`src/rtl/rf64_arbiter_if.sv`:
```
// rf64_arbiter_if: two-requester command/handshake bundle plus shared read-back bus.
interface rf64_arbiter_if;
   logic        m0_req;
   logic        m0_wr;
   logic [1:0]  m0_addr;
   logic [63:0] m0_wdata;
   logic        m0_done;
   logic        m1_req;
   logic        m1_wr;
   logic [1:0]  m1_addr;
   logic [63:0] m1_wdata;
   logic        m1_done;
   logic [63:0] rdata;
   logic        rid;
   logic        busy;

   modport master (
      output m0_req, m0_wr, m0_addr, m0_wdata,
      output m1_req, m1_wr, m1_addr, m1_wdata,
      input  m0_done, m1_done, rdata, rid, busy
   );

   modport slave (
      input  m0_req, m0_wr, m0_addr, m0_wdata,
      input  m1_req, m1_wr, m1_addr, m1_wdata,
      output m0_done, m1_done, rdata, rid, busy
   );
endinterface

```
`src/rtl/rf64_arbiter.sv`:
```
// rf64_arbiter: round-robin arbiter giving two masters one read/write at a time to four 64-bit registers.
module rf64_arbiter #(
   parameter int DATA_W  = 64,
   parameter int N_ENTRY = 4
) (
   input logic            clk,
   input logic            reset_n,
   rf64_arbiter_if.slave  bus
);
   typedef enum logic [1:0] {IDLE, GRANT, DONE} state_t;

   state_t              state;
   logic                rr;
   logic                pick;
   logic                cmd_id;
   logic                cmd_wr;
   logic [1:0]          cmd_addr;
   logic [DATA_W-1:0]   cmd_wdata;
   logic [DATA_W-1:0]   regs [N_ENTRY];
   logic [N_ENTRY-1:0]  en;

   // A lone requester wins outright; rr only breaks ties.
   always_comb pick = (bus.m0_req && bus.m1_req) ? rr : bus.m1_req;

   always_comb begin
      en = '0;
      for (int i = 0; i < N_ENTRY; i++)
         en[i] = (state == GRANT) && cmd_wr && (cmd_addr == 2'(i));
   end

   always_ff @(posedge clk or negedge reset_n) begin
      if (!reset_n) begin
         for (int i = 0; i < N_ENTRY; i++) regs[i] <= '0;
      end else begin
         for (int i = 0; i < N_ENTRY; i++) if (en[i]) regs[i] <= cmd_wdata;
      end
   end

   always_ff @(posedge clk or negedge reset_n) begin
      if (!reset_n) begin
         state       <= IDLE;
         rr          <= 1'b0;
         cmd_id      <= 1'b0;
         cmd_wr      <= 1'b0;
         cmd_addr    <= '0;
         cmd_wdata   <= '0;
         bus.rdata   <= '0;
         bus.rid     <= 1'b0;
         bus.m0_done <= 1'b0;
         bus.m1_done <= 1'b0;
         bus.busy    <= 1'b0;
      end else begin
         case (state)
            IDLE: if (bus.m0_req || bus.m1_req) begin
               cmd_id    <= pick;
               cmd_wr    <= pick ? bus.m1_wr    : bus.m0_wr;
               cmd_addr  <= pick ? bus.m1_addr  : bus.m0_addr;
               cmd_wdata <= pick ? bus.m1_wdata : bus.m0_wdata;
               bus.busy  <= 1'b1;
               state     <= GRANT;
            end
            GRANT: begin
               if (!cmd_wr) bus.rdata <= regs[cmd_addr];
               bus.rid     <= cmd_id;
               bus.m0_done <= !cmd_id;
               bus.m1_done <= cmd_id;
               rr          <= !cmd_id;
               state       <= DONE;
            end
            DONE: begin
               bus.m0_done <= 1'b0;
               bus.m1_done <= 1'b0;
               bus.busy    <= 1'b0;
               state       <= IDLE;
            end
            default: state <= IDLE;
         endcase
      end
   end
endmodule

```
`src/flat_wrapper.sv`:
```
// flat-port wrapper written by rule: the top's interface ports become plain ports
module rf64_arbiter_flat 
#(
   parameter int DATA_W  = 64,
   parameter int N_ENTRY = 4
)
  (clk, reset_n, bus_m0_req, bus_m0_wr, bus_m0_addr, bus_m0_wdata, bus_m1_req, bus_m1_wr, bus_m1_addr, bus_m1_wdata, bus_m0_done, bus_m1_done, bus_rdata, bus_rid, bus_busy);
  rf64_arbiter_if bus_i ();
  input logic clk;
  input logic reset_n;
  input wire logic [$bits(bus_i.m0_req)-1:0] bus_m0_req;
  input wire logic [$bits(bus_i.m0_wr)-1:0] bus_m0_wr;
  input wire logic [$bits(bus_i.m0_addr)-1:0] bus_m0_addr;
  input wire logic [$bits(bus_i.m0_wdata)-1:0] bus_m0_wdata;
  input wire logic [$bits(bus_i.m1_req)-1:0] bus_m1_req;
  input wire logic [$bits(bus_i.m1_wr)-1:0] bus_m1_wr;
  input wire logic [$bits(bus_i.m1_addr)-1:0] bus_m1_addr;
  input wire logic [$bits(bus_i.m1_wdata)-1:0] bus_m1_wdata;
  output wire logic [$bits(bus_i.m0_done)-1:0] bus_m0_done;
  output wire logic [$bits(bus_i.m1_done)-1:0] bus_m1_done;
  output wire logic [$bits(bus_i.rdata)-1:0] bus_rdata;
  output wire logic [$bits(bus_i.rid)-1:0] bus_rid;
  output wire logic [$bits(bus_i.busy)-1:0] bus_busy;
  assign bus_i.m0_req = bus_m0_req;
  assign bus_i.m0_wr = bus_m0_wr;
  assign bus_i.m0_addr = bus_m0_addr;
  assign bus_i.m0_wdata = bus_m0_wdata;
  assign bus_i.m1_req = bus_m1_req;
  assign bus_i.m1_wr = bus_m1_wr;
  assign bus_i.m1_addr = bus_m1_addr;
  assign bus_i.m1_wdata = bus_m1_wdata;
  assign bus_m0_done = bus_i.m0_done;
  assign bus_m1_done = bus_i.m1_done;
  assign bus_rdata = bus_i.rdata;
  assign bus_rid = bus_i.rid;
  assign bus_busy = bus_i.busy;
  rf64_arbiter #(.DATA_W(DATA_W), .N_ENTRY(N_ENTRY)) u_core (.clk(clk), .reset_n(reset_n), .bus(bus_i));
endmodule
```
`config.mk`:
```
export PLATFORM = sky130hd
export DESIGN_NAME = rf64_arbiter_flat
export DESIGN_NICKNAME = d
export VERILOG_FILES = /design/src/rtl/rf64_arbiter_if.sv /design/src/rtl/rf64_arbiter.sv /design/src/flat_wrapper.sv
export SDC_FILE = /design/constraint.sdc
export NUM_CORES = 1
export LEC_CHECK = 0
export BUFFER_PORTS_ARGS = -buffer_cell sky130_fd_sc_hd__clkbuf_2
export CORE_MARGIN = 1.5
export CORE_UTILIZATION = 25
export CTS_CLUSTER_SIZE = 12
export DETAILED_ROUTE_END_ITERATION = 10
export PLACE_DENSITY = 0.39
export SKIP_LAST_GASP = 1
export SYNTH_ARGS = -nofsm -noshare
export SYNTH_HDL_FRONTEND = slang
export SYNTH_SLANG_ARGS = --single-unit
```
`constraint.sdc`:
```
create_clock -name clk -period 2.2 [get_ports clk]
set_input_delay 0.11 -clock clk [delete_from_list [all_inputs] [get_ports clk]]
set_output_delay 0.11 -clock clk [all_outputs]
set_load 0.005 [all_outputs]
```
# Word-level counts from Yosys, hierarchy flattened
# Cells that the tools add are included.
# totals
regBits,395
latchBits,0
ramBits,0
mem_bits_ro,0
output_inout_bits,68
elab_cells,52
mem_count,0
# classes
addsub,0
mul,0
n_div,0
magnitude_cmp,1
n_eq_ne,6
n_shift,0
mux,13
bitwise_logic,2
reduce_logical,15
# op_table
operator,count
64-bit two-way mux,3
64-bit binary-select mux with 2-bit select,1
2-bit equality test (second input constant),3
1-bit logical AND,6
1-bit case mux with 2 select lines,3
2-bit AND reduction,3
2-bit by 1-bit equality test with 1-bit output (second input constant),2
2-bit logical NOT,2
2-bit two-way mux,2
2-bit case mux with 2 select lines,1
2-bit nonzero test,2
3-bit greater-or-equal comparator (second input constant),1
1-bit two-way mux,3
2-bit NOT with 3-bit output,1
2-bit by 1-bit != test with 1-bit output (second input constant),1
1-bit logical NOT,1
1-bit logical OR,1
1-bit NOT,1

# Logic depth before layout (Yosys ltp)
# Gate-level depths: netlist of run 1.
# logic_depth
ltp_word,4
mapped_depth,8

# Least setup slack after synthesis of run 1
# No wires, ideal clock.
# synth_path
kind,reg2reg
from,register u_core.state[1]
to,register u_core.regs[235] in the netlist's numbering
setup_ns,0.125
arrival_ns,1.790
t_required_ns,2.075
setup_slack_ns,0.286
path_stages_with_launch,8
n_path_buf,2
path_cell_list,dfrtp_1 -> inv_1 -> ha_1 -> buf_2 -> nand2_1 -> nor3_4 -> buf_6 -> mux2_2
# synth_via
elab_chain_cells,3
# synth_lines
element,line_no,rtl
"start, declared",rf64_arbiter.sv:12,state_t state;
"start signal, assigned",rf64_arbiter.sv:41,state <= IDLE;
"start signal, assigned",rf64_arbiter.sv:60,state <= GRANT;
"start signal, assigned",rf64_arbiter.sv:68,state <= DONE;
2-bit by 1-bit equality test with 1-bit output,rf64_arbiter.sv:28,en[i] = (state == GRANT) && cmd_wr && (cmd_addr == 2'(i));
1-bit logical AND (2 in series),rf64_arbiter.sv:28,
"end, declared",rf64_arbiter.sv:19,logic [DATA_W-1:0] regs [N_ENTRY];
# Every way passes these cells.
# A chain may end at the register's enable or synchronous reset.

# Worst setup path in the final report of run 1
# layout_path
from,register u_core.state[0]
to,register u_core.cmd_wdata[52]
# layout_via
elab_chain_cells,2
# layout_lines
element,line_no,rtl
2-bit logical NOT,rf64_arbiter.sv:53,case (state)
2-bit AND reduction (no source line),-,
"end signal, assigned",rf64_arbiter.sv:58,cmd_wdata <= pick ? bus.m1_wdata : bus.m0_wdata;
"end, declared",rf64_arbiter.sv:18,logic [DATA_W-1:0] cmd_wdata;
# Every way passes these cells.

==> out/results.txt, run 1 <==
Largest net degree at the start of global routing - 66
Status - finished, final reports clean
Critical Path AT - 2.63 ns
Syn. warnings - 0
Post-synthesis cell count - 1,321
Die extent in y - 264 um
Detailed-route wire length per cell - 19.3 um
Wire length of the first global-routing pass - 76,900 um
Setup repair after global routing missed its margin - false
Sequential element share of the synthesized area - 0.581
Met3 layer wire length in the routed design - 2010 um
Uppermost signal routing layer after detailed routing - met4
Final setup violation count - 0
Initial Util - 0.253
TritonCTS buffer count - 46
Area of the mapped netlist - 17,000 um2
Vias per inst - 4.66
Inst Count DP - 2,345
Sink Count - 395
Max-slew violation count - 0
Clock network power share - 0.238
Final hold violation count - 0
Final net count - 1,805
Max-cap violations - 0
Count of input and output buffers - 205
Number of enable flip-flop cells after synthesis - 0
Number of design-rule violations left by the first detailed-router iteration - 445
Flops & latches, synth - 395
Most used DFF post-synth - dfrtp_1
Leakage dissipation - 9.98 nW
Share of post-route cells with drive strength above 1 - 0.342
Last weighted congestion value of the routability-driven placer - 0.699
Detailed-router iteration count before antenna repair - 5
Estimated wirelength of the detail-placed design - 30,900 um
Number of antenna violations at the first check in global routing - 1
Nature of the critical path endpoint - register
Maximum clock path buffer count - 3
Clock slew seen by the registers of the worst setup and hold paths - 0.06 ns
Routed metal-1 wire length - 23,900 um
Slew margin rel. - 0.647
Full die area - 69,600 um2
TritonCTS clock tree - yes
Max rail drop VDD - 0.561 mV
Power share of the sequential group - 0.418
Row cnt - 95
Final worst path period share - 0.964
Clock Latency Late Sink - 0.57 ns
Kind of start point of the critical path - register
Data required time at the worst endpoint - 2.70 ns
PnR Total Power - 33.0 mW
Number of nets with antenna violations after detailed routing - 0
CP Class - reg -> reg
Post-placement worst setup slack - 0.257 ns
Number of buffers inserted by post-CTS setup repair - 0
Top-level port count - 206
Synthesis-to-layout area growth - 31.5%
Post-route worst hold slack - 0.0498 ns
# DRC - 0
Post-synthesis average cell area - 12.9 um2
Post-place instance area - 19,400 um2
Setup TNS Final - 0 ns
Root Buffer - clkbuf_16
Power density over the cells - 1480 nW/um2
Pin slew with the least headroom to its limit - 0.528 ns
Total wire length after detailed routing - 49,600 um
Routed wire length on met2 - 23,000 um
Number of levels in the clock H-tree - 2
Post-synthesis net count - 1,465
Final Worst Setup Slack - 0.0790 ns
Setup skew after layout - 0.0130 ns
Congestion Overflow GR - 0
Internal power - 22.1 mW
Vias - 12,000
Fin cells - 2,567
Overall die width - 264 um
Via count of the first global-routing pass - 12,600
Crit-path max FO - 36
Max Fclk - 471 MHz
Psw - 10.9 mW
Async SR Flop Fraction - 1.00
Placeable core region - 67,300 um2
Design area - 22,400 um2
GRT Util Overall - 0.142
Classification of the worst-slack hold path - in -> reg
Cell variety after synth - 29
Portion of total power attributed to combinational logic - 0.344
Final worst path period need - 2.12 ns
Proportion of total power due to net switching - 0.331
Layout Utilization - 0.332
## power groups by stage
stage	clock [mW]	combinational, mW	sequential (mW)
after detailed placement	0	10.6	14.0
after global routing	8.43	12.5	14.4
final	7.87	11.3	13.8
after global placement	0	10.4	13.9
after CTS	8.15	11.4	13.9
after floorplan	0	7.52	12.7
## path summary, 6_finish.rpt
kind | startpoint | end | slack [ns] | cells after the start
setup / recovery | u_core.state[0] | u_core.cmd_wdata[52] | 0.08 | 7
hold / removal | bus_m1_req | u_core.cmd_wdata[55] | 0.05 | 3
setup reg to reg | u_core.state[0] | u_core.cmd_wdata[52] | 0.08 | 7
hold reg to reg | u_core.regs[198] | u_core.regs[198] | 0.48 | 1
max in group asynchronous | reset_n | u_core.cmd_wdata[61] | 1.35 | 3
min in group asynchronous | reset_n | u_core.bus.rdata[14] | 0.06 | 2
## timing repair
action	in CTS	in global routing
resized for setup	0	4
endpoints found under the hold margin	462	0
hold buffers	140	0
endpoints found under the setup margin	0	36
## cell usage after synthesis, types with 6 or more instances
master / n / area [um2]
nand2_1: 65 / 244
ha_1: 6 / 75.1
buf_6: 6 / 67.6
clkbuf_1: 49 / 184
nand3_1: 68 / 340
mux2_2: 245 / 2760
mux2_1: 15 / 169
o221ai_1: 64 / 561
nor2_1: 70 / 263
o21ai_0: 70 / 350
buf_2: 50 / 250
mux2i_1: 128 / 1280
dfrtp_1: 395 / 9880
a31oi_1: 67 / 419
## worst max-delay path, stage by stage (launching register included)
cell and delay [ns]:
dfrtp_1 0.40, inv_1 0.18, ha_4 0.20, o21a_4 0.21, buf_16 0.23, nor2_1 0.07
a31oi_1 0.15, dlygate4sd3_1 0.56
## final cells by class
type | instances | area, um2
Fill cell | 6781 | 44900
Sequential cell | 395 | 9890
Multi-Input combinational cell | 812 | 6630
Timing Repair Buffer | 401 | 3180
Clock buffer | 73 | 1390
Tap cell | 873 | 1090
Clock inverter | 7 | 160
Inverter | 5 | 18.8
Antenna cell | 1 | 2.50
## registers in the layout, summed over array words and instances (netlist names)
| name | count |
|---|---|
| u_core.bus.m0_done | 1 |
| u_core.cmd_addr | 2 |
| u_core.cmd_wr | 1 |
| u_core.bus.rdata | 64 |
| u_core.bus.busy | 1 |
| u_core.cmd_wdata | 64 |
| u_core.state | 2 |
| u_core.bus.m1_done | 1 |
| u_core.cmd_id | 1 |
| u_core.rr | 1 |
| u_core.bus.rid | 1 |
| u_core.regs | 256 |
## routing by layer
metal  global-route usage  vias to the layer above
met2                0.231                      227
met4               0.0315                        0
li1                     -                     5508
met3               0.0265                       58
met5                    0                        -
met1                0.197                     6160
## cell usage in the layout (no fill, tap or decap), types with 64 or more instances in the layout
master and count:
a31oi_1 67, clkbuf_2 203, dfrtp_1 394, dlygate4sd3_1 140, mux2_2 245, mux2i_1 128, nand2_1 65, nand3_1 68
nor2_1 70, o21ai_0 70, o221ai_1 64
## logic make-up after synthesis
| group | after synthesis | synth area share |
|---|---|---|
| DFF | 395 | 0.581 |
| adders and majority gates | 6 | 0.00442 |
| muxes | 388 | 0.248 |
| and+or+nand+nor | 214 | 0.0554 |
| buffers and inverters | 114 | 0.0317 |
| AOI/OAI and AO/OA | 204 | 0.0794 |
No activity file was read; power rests on OpenSTA's default activity.
==> inputs of run 2 (changes only) <==
--- a/config.mk
+++ b/config.mk
@@ -12,3 +12,2 @@
 export DETAILED_ROUTE_END_ITERATION = 10
-export PLACE_DENSITY = 0.39
 export SKIP_LAST_GASP = 1
--- a/constraint.sdc
+++ b/constraint.sdc
@@ -3,2 +3,2 @@
 set_output_delay 0.11 -clock clk [all_outputs]
-set_load 0.005 [all_outputs]
+set_load 0.05 [all_outputs]
==> run 2 against run 1 <==
Via count increased by 1.3%; critical path depth did not move; power grew 3.1%; design area is 0.49% lower; maximum frequency grew 2.8%; core utilization decreased by 0.16 points; sequential share of layout area rose by 0.22 points; routed wire length decreased by 3.7%; clock power decreased by 6.4%; count of clock-buffer cells in the layout is 4 lower; sequential power about the same; largest power group unchanged.
==> out/results.txt, run 2 (synthesis results as in run 1) <==
Final setup violation count - 0 (unchanged)
Max rail drop VDD - 1.03 mV (was 0.561 mV)
Nature of the critical path endpoint - register (unchanged)
Pin slew with the least headroom to its limit - 0.862 ns (was 0.528 ns)
Fin cells - 2,564 (was 2,567)
Largest registers - u_core.regs x256, u_core.bus.rdata x64, u_core.cmd_wdata x64 (unchanged)
Setup TNS Final - 0 ns (unchanged)
Critical Path AT - 2.55 ns (was 2.63 ns)
Root Buffer - clkbuf_16 (unchanged)
Setup repair after global routing missed its margin - false (unchanged)
Wire length of the first global-routing pass - 73,400 um (was 76,900 um)
Estimated wirelength of the detail-placed design - 29,100 um (was 30,900 um)
Fill count - 6,628 (was 6,781)
Final worst path period share - 0.938 (was 0.964)
Synthesis-to-layout area growth - 30.9% (was 31.5%)
Count of input and output buffers - 205 (unchanged)
Via count of the first global-routing pass - 12,700 (was 12,600)
Vias per inst - 4.72 (was 4.66)
Number of design-rule violations left by the first detailed-router iteration - 667 (was 445)
Area of combinational cells with multiple inputs - 6650 um2 (was 6630 um2)
Classification of the worst-slack hold path - in -> reg (unchanged)
Register Area - 9890 um2 (unchanged)
Share of post-route cells with drive strength above 1 - 0.345 (was 0.342)
Max Fclk - 485 MHz (was 471 MHz)
Crit-path max FO - 26 (was 36)
Leading cell types in the layout, fill and taps excluded - dfrtp_1, mux2_2, clkbuf_2 (unchanged)
Max-cap violations - 0 (unchanged)
Placeable core region - 67,300 um2 (unchanged)
Detailed-route wire length per cell - 18.6 um (was 19.3 um)
Initial Util - 0.253 (unchanged)
Worst setup path startpoint - u_core.state[1] (was u_core.state[0])
TritonCTS buffer count - 46 (unchanged)
Last weighted congestion value of the routability-driven placer - 0.720 (was 0.699)
WP depth - 7 (unchanged)
Largest net degree at the start of global routing - 85 (was 66)
Slowest stage cell on the critical path - dlygate4sd3_1 (unchanged)
# DRC - 0 (unchanged)
Setup skew after layout - 0.0105 ns (was 0.0130 ns)
Overall die width - 264 um (unchanged)
Status - finished, final reports clean (unchanged)
Clock Latency Late Sink - 0.56 ns (was 0.57 ns)
Gate family responsible for the most delay along the worst path - buffers and inverters (unchanged)
Maximum clock path buffer count - 3 (unchanged)
Slew margin rel. - 0.426 (was 0.647)
Number of antenna violations at the first check in global routing - 2 (was 1)
Kind of start point of the critical path - register (unchanged)
Register containing the most flip-flops in the final layout - u_core.regs (unchanged)
Total wire length after detailed routing - 47,800 um (was 49,600 um)
Full die area - 69,600 um2 (unchanged)
Clock slew seen by the registers of the worst setup and hold paths - 0.05 ns (was 0.06 ns)
Count of buffer and inverter cells on the critical path - 3 (unchanged)
Power density over the cells - 1530 nW/um2 (was 1480 nW/um2)
Terminus of the critical flop-to-flop path - u_core.cmd_wdata[33] (was u_core.cmd_wdata[52])
Worst r2r src - u_core.state[1] (was u_core.state[0])
Leakage dissipation - 9.94 nW (was 9.98 nW)
Ordered cell list for the critical path - inv_1 -> ha_4 -> o21a_4 -> buf_12 -> nor2_1 -> a31oi_1 -> dlygate4sd3_1 (was inv_1 -> ha_4 -> o21a_4 -> buf_16 -> nor2_1 -> a31oi_1 -> dlygate4sd3_1)
Final hold violation count - 0 (unchanged)
Sink Count - 395 (unchanged)
Register-to-register setup slack - 0.14 ns (was 0.08 ns)
GRT Util Overall - 0.135 (was 0.142)
Largest stage delay on the critical path - 0.57 ns (was 0.56 ns)
Inst Count DP - 2,336 (was 2,345)
End point of the critical path - u_core.cmd_wdata[33] (was u_core.cmd_wdata[52])
Detailed-router iteration count before antenna repair - 5 (unchanged)
Number of nets with antenna violations after detailed routing - 0 (unchanged)
Row cnt - 95 (unchanged)
TritonCTS clock tree - yes (unchanged)
Final net count - 1,801 (was 1,805)
Data required time at the worst endpoint - 2.69 ns (was 2.70 ns)
Number of levels in the clock H-tree - 2 (unchanged)
Length in cells of the worst reg-to-reg path - 7 (unchanged)
CP Class - reg -> reg (unchanged)
Top-level port count - 206 (unchanged)
Number of flip-flops in the largest register - 256 (unchanged)
Congestion Overflow GR - 0 (unchanged)
Max-slew violation count - 0 (unchanged)
Final worst path period need - 2.06 ns (was 2.12 ns)
Leading cell type in the layout, fill and taps excluded - dfrtp_1 (unchanged)
Vias - 12,100 (was 12,000)
Die extent in y - 264 um (unchanged)
## run 2: cell types whose count changed in the layout (fill, tap and decap cells not counted), sizes merged
| cell | delta |
|---|---|
| clkinvlp | +3 |
| inv | +2 |
| clkbuf | -4 |
| nand2b | +1 |
| dlygate4sd3 | -3 |
| clkinv | +4 |
| o21a | +1 |
| bufinv | -4 |
| buf | -3 |
## run 2: metrics by stage
stage	power, mW	hold slack [ns]	instance area [um2]	util	setup WS, ns
after floorplan	22.1	-0.186	17000	-	0.286
after global placement	25.7	0.169	19300	0.287	0.242
after detailed placement	26.2	0.177	19300	0.287	0.217
after CTS	34.2	0.0266	22100	0.329	0.0202
after global routing	36.2	0.0731	22200	0.331	0.0378
final	34.0	0.0736	22200	0.331	0.137
## run 2: cell type report
cell class                 instances  share of cell area
clock buffer                      69              0.0612
timing repair buffer             395               0.141
inverter                           5            0.000844
multi-input combinational        814               0.299
clock inverter                    12             0.00450
antenna                            1            0.000112
tap                              873              0.0491
sequential                       395               0.444
## run 2: worst min-delay path by stage
stage | end | start | slack (ns) | depth (start not counted)
final | u_core.cmd_wdata[31] | bus_m1_req | 0.07 | 3
after global routing | u_core.cmd_wdata[34] | bus_m1_req | 0.07 | 3
after CTS | u_core.cmd_wdata[39] | bus_m1_req | 0.03 | 3
after detailed placement | u_core.regs[212] | reset_n | 0.18 | 1
after global placement | u_core.regs[20] | reset_n | 0.17 | 1
after floorplan | u_core.bus.busy | reset_n | -0.19 | 0
## run 2: layer usage
layer  vias up  part of all wire  global-route usage  routed length (um)
met3        68             0.050              0.0240                2380
met5         -                 0                   0                   0
li1       5506                 -                   -                   -
met4         0             0.018              0.0336                 875
met1      6223              0.46               0.182               22100
met2       313              0.47               0.223               22500
## run 2: where the power goes
group	switching [mW]	total [mW]	internal, mW
Sequential	2.62	13.6	11.0
Clock	2.99	7.37	4.38
Combinational	7.12	13.0	5.93
## run 2: what timing repair did
item | in CTS | in global routing
resized for setup | 0 | 3
setup endpoints to repair | 0 | 14
hold buffers | 137 | 0
hold endpoints to repair | 142 | 0
buffers inserted | 0 | 6
## run 2: tightest hold or removal path, stage by stage
cell and delay, ns:
buf_4 0.22, nand3_1 0.14, a31oi_1 0.09
==> inputs of run 3 (changes only) <==
ABC_AREA = 1   (was default)
==> run 3 against run 2 <==
Sequential share of layout area is 1.3 points lower; hold slack better by 0.12 ns; final cell count is 43% higher; register-to-register slack better by 0.04 ns; combinational power is 12% lower; worst setup slack better by 0.038 ns; via count is 28% higher; non-clock buffer count is 16 lower; global-route usage is 0.70 points higher; area after synthesis is 5.9% higher; power is 9.6% lower; clock power is 0.9% lower; critical path type unchanged; critical endpoint is now u_core.regs[108].
==> out/results.txt, run 3 <==
Last weighted congestion value of the routability-driven placer - 0.775 (was 0.720)
Largest registers - u_core.regs x256, u_core.bus.rdata x64, u_core.cmd_wdata x64 (unchanged)
Detailed-router iteration count before antenna repair - 5 (unchanged)
Antenna Diode Count - 0 (was 1)
Final worst path period need - 2.03 ns (was 2.06 ns)
# DRC - 0 (unchanged)
Kind of start point of the critical path - register (unchanged)
Status - finished, final reports clean (unchanged)
Top-level port count - 206 (unchanged)
Synthesis-to-layout area growth - 27.5% (was 30.9%)
Full die area - 73,600 um2 (was 69,600 um2)
Slew margin rel. - 0.428 (was 0.426)
Portion of total power attributed to combinational logic - 0.371 (was 0.383)
Congestion Overflow GR - 0 (unchanged)
TritonCTS buffer count - 45 (was 46)
TritonCTS clock tree - yes (unchanged)
Sink Count - 395 (unchanged)
Count of input and output buffers - 205 (unchanged)
Nature of the critical path endpoint - register (unchanged)
Power density over the cells - 1340 nW/um2 (was 1530 nW/um2)
Flops & latches, synth - 395 (unchanged)
Slowest stage cell on the critical path - dfrtp_1 (was dlygate4sd3_1)
Final Worst Setup Slack - 0.175 ns (was 0.137 ns)
Internal power - 17.9 mW (was 21.3 mW)
Register containing the most flip-flops in the final layout - u_core.regs (unchanged)
Async SR Flop Fraction - 1.00 (unchanged)
Wire length of the first global-routing pass - 83,700 um (was 73,400 um)
Number of design-rule violations left by the first detailed-router iteration - 1,063 (was 667)
GRT Util Overall - 0.142 (was 0.135)
Leakage dissipation - 12.2 nW (was 9.94 nW)
Final hold violation count - 0 (unchanged)
Sequential element share of the synthesized area - 0.549 (was 0.581)
Maximum clock path buffer count - 3 (unchanged)
Row cnt - 98 (was 95)
Largest net degree at the start of global routing - 110 (was 85)
Length in cells of the worst reg-to-reg path - 8 (was 7)
Syn. warnings - 0 (unchanged)
Final net count - 2,822 (was 1,801)
Clock Latency Late Sink - 0.59 ns (was 0.56 ns)
Initial Util - 0.252 (was 0.253)
Estimated wirelength of the detail-placed design - 31,500 um (was 29,100 um)
Number of nets with antenna violations after detailed routing - 0 (unchanged)
Area of the mapped netlist - 18,000 um2 (was 17,000 um2)
Largest stage delay on the critical path - 0.40 ns (was 0.57 ns)
Final setup violation count - 0 (unchanged)
Ordered cell list for the critical path - inv_1 -> ha_1 -> nand2_1 -> inv_1 -> nand3_4 -> buf_12 -> nand2_1 -> o21ai_0 (was inv_1 -> ha_4 -> o21a_4 -> buf_12 -> nor2_1 -> a31oi_1 -> dlygate4sd3_1)
Overall die width - 271 um (was 264 um)
Vias - 15,500 (was 12,100)
Clock network power share - 0.237 (was 0.217)
Proportion of total power due to net switching - 0.418 (was 0.374)
Max rail drop VDD - 0.637 mV (was 1.03 mV)
Post-synthesis cell count - 2,399 (was 1,321)
Design area - 22,900 um2 (was 22,200 um2)
Die extent in y - 271 um (was 264 um)
Number of antenna violations at the first check in global routing - 0 (was 2)
Most frequent cells after synthesis - nand2_1, dfrtp_1, o21ai_0, inv_1 (was dfrtp_1, mux2_2, mux2i_1, nor2_1, o21ai_0)
Total wire length after detailed routing - 51,900 um (was 47,800 um)
Critical Path AT - 2.47 ns (was 2.55 ns)
Placeable core region - 71,400 um2 (was 67,300 um2)
Classification of the worst-slack hold path - in -> async (was in -> reg)
Cell variety after synth - 18 (was 29)
Post-synth top area cell - dfrtp_1 (unchanged)
Pin slew with the least headroom to its limit - 0.858 ns (was 0.862 ns)
Leading cell type in the layout, fill and taps excluded - nand2_1 (was dfrtp_1)
Post-synthesis net count - 2,543 (was 1,465)
Data required time at the worst endpoint - 2.65 ns (was 2.69 ns)
Via count of the first global-routing pass - 15,200 (was 12,700)
Max-slew violation count - 0 (unchanged)
Crit-path max FO - 64 (was 26)
Number of enable flip-flop cells after synthesis - 0 (unchanged)
Setup TNS Final - 0 ns (unchanged)
Final worst path period share - 0.921 (was 0.938)
Root Buffer - clkbuf_16 (unchanged)
Detailed-route wire length per cell - 14.2 um (was 18.6 um)
Cell with the most instances after synthesis - nand2_1 (was dfrtp_1)
Post-synthesis average cell area - 7.50 um2 (was 12.9 um2)
Clock slew seen by the registers of the worst setup and hold paths - 0.06 ns (was 0.05 ns)
Share of post-route cells with drive strength above 1 - 0.119 (was 0.345)
Fill count - 7,677 (was 6,628)
Vias per inst - 4.24 (was 4.72)
Yosys top cell area share - 0.549 (was 0.581)
Psw - 12.9 mW (was 12.7 mW)
Setup repair after global routing missed its margin - true (was false)
CP Class - reg -> reg (unchanged)
Max Fclk - 494 MHz (was 485 MHz)
Setup skew after layout - 0.0310 ns (was 0.0105 ns)
Most used DFF post-synth - dfrtp_1 (unchanged)
Number of levels in the clock H-tree - 2 (unchanged)
Leading cell types in the layout, fill and taps excluded - nand2_1, dfrtp_1, o21ai_0 (was dfrtp_1, mux2_2, clkbuf_2)
Leading cell types by total area after synthesis - dfrtp_1, nand2_1, o21ai_0 (was dfrtp_1, mux2_2, mux2i_1)
Post-place instance area - 20,100 um2 (was 19,300 um2)
Number of flip-flops in the largest register - 256 (unchanged)
Post-placement worst setup slack - 0.188 ns (was 0.217 ns)
Power share of the sequential group - 0.392 (was 0.400)
Max-cap violations - 0 (unchanged)
## run 3: changes by cell type in the layout (fill, tap and decap cells not counted), moves of 13 or more
| cell | before | now |
|---|---|---|
| mux2_1 | 15 | 0 |
| mux2i_1 | 128 | 0 |
| nor2_1 | 70 | 1 |
| mux2_2 | 245 | 0 |
| nand2_1 | 65 | 1369 |
| o221ai_1 | 64 | 0 |
| o21ai_1 | 0 | 13 |
| a31oi_1 | 67 | 0 |
| inv_1 | 3 | 137 |
| o21ai_0 | 70 | 247 |
## run 3: metrics by stage
stage,std cells,power (mW),hold WS [ns],util
floorplan,2399,19.5,-0.186,-
global placement,3444,23.1,-0.0309,0.282
detailed placement,3444,23.3,-0.0303,0.282
CTS,3658,31.2,0.197,0.321
global route,3658,33.3,0.221,0.321
finish,3658,30.8,0.192,0.321
## run 3: worst paths after layout
check,end,slack [ns],startpoint
setup / recovery,u_core.regs[108],0.17,u_core.state[1]
hold / removal,u_core.cmd_wdata[4],0.19,reset_n
setup reg to reg,u_core.regs[108],0.17,u_core.state[1]
hold reg to reg,u_core.bus.rdata[52],0.48,u_core.bus.rdata[52]
max in group asynchronous,u_core.cmd_addr[1],0.90,reset_n
min in group clk,u_core.cmd_id,0.34,bus_m1_req
## run 3: critical path, delay by kind of cell (launching register included)
kind	cells	cell delay [ns]
flip-flops	1	0.40
AO/OA/AOI/OAI	1	0.08
adder cells (fa/ha/maj)	1	0.23
buffers and inverters	3	0.69
AND/OR/NAND/NOR	3	0.46
## run 3: layout make-up
cell class,instances,area (um2),share of cell area
Clock inverter,14,155,0.00676
Timing Repair Buffer,379,2890,0.126
Tap cell,950,1190,0.0518
Clock buffer,63,1270,0.0555
Sequential cell,395,9890,0.431
Multi-Input combinational cell,1716,7010,0.306
Inverter,141,533,0.0232
## run 3: cells by family after synthesis
kind of cell,Yosys count,share of synthesized area
flops,395,0.549
buf+inv,288,0.0654
compound gates,265,0.0748
simple gates,1445,0.306
fa+ha+maj,6,0.00417
## run 3: layer usage
metal / track usage / vias up / part of all wire
met2: 0.229 / 321 / 0.45
met5: 0 / - / 0
li1: - / 7893 / -
met4: 0.0421 / 0 / 0.025
met1: 0.196 / 7216 / 0.48
met3: 0.0213 / 72 / 0.045
## run 3: repair_timing
item                                    CTS  global route
hold endpoints to repair                464             0
buffers inserted                          0             0
endpoints found under the setup margin    0             5
hold buffers                            137             0
gates resized for setup                   0             1
## run 3: power by group through the flow
stage,combinational [mW],clock [mW],sequential [mW]
3_3_place_gp,11.0,0,12.1
5_1_grt,13.1,7.80,12.4
4_1_cts,11.6,7.55,12.0
3_5_place_dp,11.2,0,12.1
6_report,11.4,7.30,12.0
2_1_floorplan,6.68,0,12.8
